$ cat src/rtl/mmwave_frame_sequencer.sv
// mmwave_frame_sequencer
// Captures a frame of chirps from a down-sampled ADC stream and forwards the
// samples, tagged with frame/chirp sideband, through an output FIFO.
//
// Ports
//   clk, rst          : system clock, asynchronous active-high reset
//   en_i              : level enable; a frame that has started always completes
//   chirp_num_i       : chirps per frame (0 treated as 1), latched at frame start
//   chirp_len_i       : samples per chirp (0 treated as 1), latched at frame start
//   frame_gap_i       : idle cycles after each frame, latched at frame start
//   chirp_start_i     : single-cycle pulse marking the start of a chirp
//   sample_valid_i    : ADC sample strobe
//   sample_data_i     : ADC sample
//   out_valid_o       : output beat available
//   out_ready_i       : downstream accepts the beat
//   out_data_o        : sample data
//   out_sof_o         : first sample of the frame
//   out_eof_o         : last sample of the frame
//   out_chirp_idx_o   : chirp index of the sample
//   busy_o            : sequencer is not idle
//   frame_done_o      : one-cycle pulse after the last sample of a frame
//   overflow_o        : sticky, set when a sample was dropped on a full FIFO
//   state_dbg         : current FSM state (0 IDLE, 1 WAIT_CHIRP, 2 CAPTURE, 3 GAP)
//
// Handshake: a beat transfers on every rising clk edge where out_valid_o and
// out_ready_i are both 1; while out_valid_o=1 and out_ready_i=0 the data and
// sideband hold stable and out_valid_o stays high.

module mmwave_frame_sequencer #(
  parameter int DATA_W     = 13,
  parameter int FIFO_DEPTH = 16
) (
  input  logic              clk,
  input  logic              rst,
  input  logic              en_i,
  input  logic [4:0]        chirp_num_i,
  input  logic [15:0]       chirp_len_i,
  input  logic [31:0]       frame_gap_i,
  input  logic              chirp_start_i,
  input  logic              sample_valid_i,
  input  logic [DATA_W-1:0] sample_data_i,
  output logic              out_valid_o,
  input  logic              out_ready_i,
  output logic [DATA_W-1:0] out_data_o,
  output logic              out_sof_o,
  output logic              out_eof_o,
  output logic [4:0]        out_chirp_idx_o,
  output logic              busy_o,
  output logic              frame_done_o,
  output logic              overflow_o,
  output logic [1:0]        state_dbg
);

  localparam int AW = $clog2(FIFO_DEPTH);
  localparam int EW = DATA_W + 7;
  localparam logic [AW:0] DEPTH_C = (AW+1)'(FIFO_DEPTH);

  typedef enum logic [1:0] {
    S_IDLE    = 2'd0,
    S_WAIT    = 2'd1,
    S_CAPTURE = 2'd2,
    S_GAP     = 2'd3
  } state_t;

  state_t      state;
  logic [4:0]  num_l;
  logic [15:0] len_l;
  logic [31:0] gap_l;
  logic [4:0]  chirp_idx;
  logic [15:0] sample_cnt;
  logic [31:0] gap_cnt;

  logic [EW-1:0] mem [FIFO_DEPTH];
  logic [AW-1:0] wr_ptr;
  logic [AW-1:0] rd_ptr;
  logic [AW:0]   count;

  // Zero-valued configuration is promoted to 1 when latched.
  logic [4:0]  num_eff;
  logic [15:0] len_eff;
  assign num_eff = (chirp_num_i == 5'd0) ? 5'd1 : chirp_num_i;
  assign len_eff = (chirp_len_i == 16'd0) ? 16'd1 : chirp_len_i;

  logic last_sample, final_chirp, sof, eof;
  assign last_sample = (sample_cnt == len_l - 16'd1);
  assign final_chirp = (chirp_idx == num_l - 5'd1);
  assign sof         = (sample_cnt == 16'd0) && (chirp_idx == 5'd0);
  assign eof         = last_sample && final_chirp;

  logic full, push_req, push, pop;
  assign full     = (count == DEPTH_C);
  assign push_req = (state == S_CAPTURE) && sample_valid_i;
  // A full FIFO rejects the push even if a pop happens in the same cycle.
  assign push     = push_req && !full;
  assign pop      = out_valid_o && out_ready_i;

  logic [EW-1:0] entry;
  assign entry = {sample_data_i, sof, eof, chirp_idx};

  // Sequencer FSM
  always_ff @(posedge clk or posedge rst) begin
    if (rst) begin
      state        <= S_IDLE;
      num_l        <= 5'd0;
      len_l        <= 16'd0;
      gap_l        <= 32'd0;
      chirp_idx    <= 5'd0;
      sample_cnt   <= 16'd0;
      gap_cnt      <= 32'd0;
      frame_done_o <= 1'b0;
      overflow_o   <= 1'b0;
    end else begin
      frame_done_o <= 1'b0;
      case (state)
        S_IDLE: begin
          if (en_i) begin
            num_l <= num_eff;
            len_l <= len_eff;
            gap_l <= frame_gap_i;
            state <= S_WAIT;
          end
        end
        S_WAIT: begin
          // Once chirp 0 has been captured the frame must finish.
          if (!en_i && chirp_idx == 5'd0) begin
            state <= S_IDLE;
          end else if (chirp_start_i) begin
            sample_cnt <= 16'd0;
            state      <= S_CAPTURE;
          end
        end
        S_CAPTURE: begin
          if (sample_valid_i) begin
            if (last_sample) begin
              sample_cnt <= 16'd0;
              if (final_chirp) begin
                frame_done_o <= 1'b1;
                gap_cnt      <= gap_l;
                chirp_idx    <= 5'd0;
                state        <= S_GAP;
              end else begin
                chirp_idx <= chirp_idx + 5'd1;
                state     <= S_WAIT;
              end
            end else begin
              sample_cnt <= sample_cnt + 16'd1;
            end
          end
        end
        S_GAP: begin
          // GAP lasts frame_gap cycles, with a minimum of one.
          if (gap_cnt <= 32'd1) begin
            gap_cnt <= 32'd0;
            if (en_i) begin
              num_l <= num_eff;
              len_l <= len_eff;
              gap_l <= frame_gap_i;
              state <= S_WAIT;
            end else begin
              state <= S_IDLE;
            end
          end else begin
            gap_cnt <= gap_cnt - 32'd1;
          end
        end
        default: state <= S_IDLE;
      endcase
      if (push_req && full) overflow_o <= 1'b1;
    end
  end

  // FIFO pointers and occupancy
  always_ff @(posedge clk or posedge rst) begin
    if (rst) begin
      wr_ptr <= '0;
      rd_ptr <= '0;
      count  <= '0;
    end else begin
      if (push) wr_ptr <= wr_ptr + AW'(1);
      if (pop)  rd_ptr <= rd_ptr + AW'(1);
      case ({push, pop})
        2'b10:   count <= count + (AW+1)'(1);
        2'b01:   count <= count - (AW+1)'(1);
        default: count <= count;
      endcase
    end
  end

  // Storage array; contents are don't-care while count says empty.
  always_ff @(posedge clk) begin
    if (push) mem[wr_ptr] <= entry;
  end

  // The head entry is read straight from storage flops; outputs are forced to
  // zero while nothing is buffered so reset clears them immediately.
  logic [EW-1:0] head;
  assign head            = mem[rd_ptr];
  assign out_valid_o     = (count != '0);
  assign out_data_o      = out_valid_o ? head[EW-1 -: DATA_W] : '0;
  assign out_sof_o       = out_valid_o & head[6];
  assign out_eof_o       = out_valid_o & head[5];
  assign out_chirp_idx_o = out_valid_o ? head[4:0] : 5'd0;
  assign busy_o          = (state != S_IDLE);
  assign state_dbg       = state;

endmodule

$ cat config.mk
export PLATFORM = sky130hd
export DESIGN_NAME = mmwave_frame_sequencer
export DESIGN_NICKNAME = d
export VERILOG_FILES = /design/src/rtl/mmwave_frame_sequencer.sv
export SDC_FILE = /design/constraint.sdc
export NUM_CORES = 1
export LEC_CHECK = 0
export BUFFER_PORTS_ARGS = -buffer_cell sky130_fd_sc_hd__buf_2
export CAP_MARGIN = 25
export CORE_ASPECT_RATIO = 1.5
export CORE_MARGIN = 1.5
export CORE_UTILIZATION = 25
export DETAILED_ROUTE_END_ITERATION = 7
export GPL_TIMING_DRIVEN = 0
export SLEW_MARGIN = 20
export SYNTH_ARGS = -nofsm -noshare
export SYNTH_HDL_FRONTEND = slang
export SYNTH_SLANG_ARGS = --single-unit
$ cat constraint.sdc
create_clock -name clk -period 5.95 [get_ports clk]
set_input_delay 1.19 -clock clk [delete_from_list [all_inputs] [get_ports clk]]
set_output_delay 1.19 -clock clk [all_outputs]
set_load 0.05 [all_outputs]
==> results by group <==
Run status
  – Status: complete, no violations

Logic synthesis
  – Post-synthesis compound-gate area fraction: 0.0551
  – Post-Syn Nets: 1,275
  – Post-synthesis mux area share: 0.157
  – Post-Syn Area per Cell: 16.4 µm²
  – Mapped Area: approximately 19,000 µm²
  – Adder-cell share of the synthesized area: 0.0120
  – Post-Synth XOR/XNOR Area: 0.0221
  – Post-synth cell types: 74
  – Register area share after synthesis: 0.655
  – Simple-gate share of the synthesized area: 0.0795
  – Yosys reg bits: roughly 440
  – Synth Flop Type: edfxtp_1
  – Post-synth EDFFs: 320
  – Largest family of logic cells by synthesized area: multiplexers
  – Post-synth ARST share: 0.278
  – Syn Inst Count: 1,185
  – Synth Warn #: 0

Worst setup path
  – Crit path launch type: flop
  – Slowest cell on crit path: buf_1
  – Crit Path Max Fanout: 10
  – Critical path class: flop to output pin
  – CP peak stage delay: 780 ps
  – WP data arrival: 3700 ps
  – Worst path most repeated cell: mux4_2
  – Crit path cell chain: clkbuf_1, buf_1, mux4_2, mux4_2, nor2b_1, buf_2
  – Crit. End Element: output pin
  – Worst path required time: 4760 ps

STA
  – Final WS setup: 1060 ps
  – Setup TNS: 0 ps
  – Final setup violation count: 0
  – Final hold vios: 0
  – Clock Skew: 29.4 ps
  – Worst slew pin tran: 975 ps
  – RSZ-0062 raised after global routing: no
  – Max Fclk: 0.205 GHz
  – Max-slew violation count: 0
  – Slew margin rel.: 0.350
  – Tmin final: 4890 ps
  – Tcrit/Tclk final: 0.821

Power
  – Leakage power: 7.81 nW
  – Pwr Total: 0.0107 W
  – Worst vdd ir: 0.247 mV
  – Power density cells: roughly 470 nW/µm²

Global routing
  – First-pass GRT wire length: approximately 70,000 µm
  – Largest net degree at the start of global routing: 79
  – Initial antenna violation count: 5
  – Gr ovfl total: 0
  – Aggregate global-route resource usage: 0.121
  – Vias in the first global route: 11.6k

Final layout
  – Nets: 1,431
  – Ant diodes: 0
  – Fin area: 22,900 µm²
  – Fill count: 7,497
  – Area grow syn2layout: 18.0%
  – Final core occ: 0.299
  – Share of post-route cells with drive strength above 1: 0.277

Die
  – Die width: 230 µm
  – Core Area: 76,500 µm²
  – Height of the chip: roughly 340 µm
  – DIE AREA: 79,200 µm²
  – Row cnt: about 120
  – Initial Util: 0.253
  – # IOs: around 100

Drt
  – Vias: about 11k
  – DR vias/cell: 4.67
  – DRT iter0 DRCs: 699
  – Total wire length: 47,600 µm
  – DRC: 0
  – DRT antenna net count: 0
  – DR pass1 iterations: 5
  – Avg WL per Cell: around 20 µm

Place
  – Worst slack, placed: 1580 ps
  – RePlAce Congestion: approximately 0.92
  – Port bufs: 97
  – HPWL Detailed: between 30,000 and 40,000 µm
  – Post-DP Area: 21,300 µm²

Clocking
  – CTS clock-pin slew for the worst setup and hold paths: 60 ps
  – Clk_lat worst skew: ~600 ps
  – Num CTS Buffers: 46
  – Clock sink total: between 400 and 500
  – Root Driver: clkbuf_16
  – CTS tree: yes
  – Post-CTS Setup Repair Bufs: 0
  – Hold_buf cts: 0
  – Worst-case clock buffer depth: 3
  – CTS H-tree lvls: 2
  – Post-CTS Resized: 0

Min path
  – Min-Delay Path Class: flop to flop

Run
  – Max-cap violations: 0
-- state kept, by name, indices dropped and copies added, names as in the netlist --
signal,count
rd_ptr,4
state_dbg,2
count,5
len_l,16
sample_cnt,16
wr_ptr,4
gap_l,32
frame_done_o,1
chirp_idx,5
gap_cnt,32
mem,320
overflow_o,1
num_l,5
-- cell families (layout without fill, tap and decap cells) --
group | count (synthesis) | count (layout)
and+or+nand+nor | 285 | 285
AOI/OAI and AO/OA | 149 | 149
muxes | 155 | 155
DFF | 443 | 443
xor gates and xnor gates | 49 | 49
buffers and inverters | 86 | 278
adders and majority gates | 18 | 18
-- through the flow --
stage	std cells	hold WS, ps
5_1_grt	2385	504
3_3_place_gp	2290	459
3_5_place_dp	2298	465
2_1_floorplan	1185	441
4_1_cts	2382	486
6_report	2385	490
-- routing by layer --
layer	vias up	global-route usage	share of wire
li1	5015	-	-
met1	5651	0.137	0.38
met2	362	0.227	0.54
met3	109	0.0201	0.046
met4	2	0.0441	0.034
met5	-	0	0.00029
-- path summary, 6_finish.rpt --
path	start	to	slack, ps	cells past startpoint
worst max-delay path	rd_ptr[0]	out_chirp_idx_o[3]	1060	6
worst min-delay path	gap_cnt[15]	gap_cnt[15]	490	1
worst max register to register	len_l[3]	mem[15][5]	2190	9
worst min register to register	gap_cnt[15]	gap_cnt[15]	490	1
max in group asynchronous	rst	len_l[12]	4650	3
min in group asynchronous	rst	gap_l[21]	580	2
-- placed cells by master, fill, tap and decap left out, types with 4 or more instances in the layout --
cell and n:
a211o_1 9, a211oi_1 4, a21o_1 7, a21oi_1 26, a221o_1 14, a31oi_1 8, and2_2 16, and3_1 14
buf_1 7, buf_2 106, buf_6 10, clkbuf_1 45, clkbuf_16 46, clkbuf_8 9, clkinv_2 7, dfrtp_1 123
edfxtp_1 320, ha_1 17, inv_1 27, mux2_2 6, mux2_4 46, mux4_2 100, nand2_1 44, nand3_1 26
nand4_1 10, nor2_1 57, nor2b_1 27, nor3_1 25, nor4_1 24, o211ai_1 8, o21ai_0 28, o31ai_1 4
o41ai_1 6, or2_2 5, or3_1 9, or4_1 8, xnor2_1 28, xor2_1 21
-- critical path: cells and delay by family, from the launching register on --
family,cells,cell delay (ps)
DFF,1,350
buffers and inverters,3,1410
and+or+nand+nor,1,170
muxes,2,1160
-- Yosys cell counts, types with 18 or more instances --
master / count / area [µm²]
dfrtp_1: 123 / 3080
nor4_1: 24 / 150
nor2b_1: 27 / 169
and2_1: 18 / 113
nor3_1: 25 / 125
nand3_1: 26 / 130
inv_1: 28 / 105
nor2_1: 58 / 218
mux4_2: 100 / 2250
a21oi_1: 26 / 130
o21ai_0: 28 / 140
mux2_4: 46 / 691
xnor2_1: 28 / 245
xor2_1: 21 / 184
nand2_1: 44 / 165
edfxtp_1: 320 / 9610
clkbuf_1: 33 / 124
-- report_power, final --
| group | total, W | internal (W) | switching (W) |
|---|---|---|---|
| clock network | 0.00289 | 0.00165 | 0.00124 |
| registers | 0.00404 | 0.00371 | 0.000325 |
| logic | 0.00372 | 0.00159 | 0.00213 |
| total | 0.0107 | 0.00696 | 0.00370 |
-- cell type report --
type,instances,area [µm²],area share
flip-flops and latches,443,12700,0.555
multi-input cells,656,6340,0.277
clock buffers,67,1320,0.0577
well taps,1008,1260,0.0551
repair buffers,108,659,0.0288
plain buffers,57,279,0.0122
clock inverters,17,213,0.00930
inverters,29,116,0.00509
Note: power is estimated with default switching activity, not from simulation.
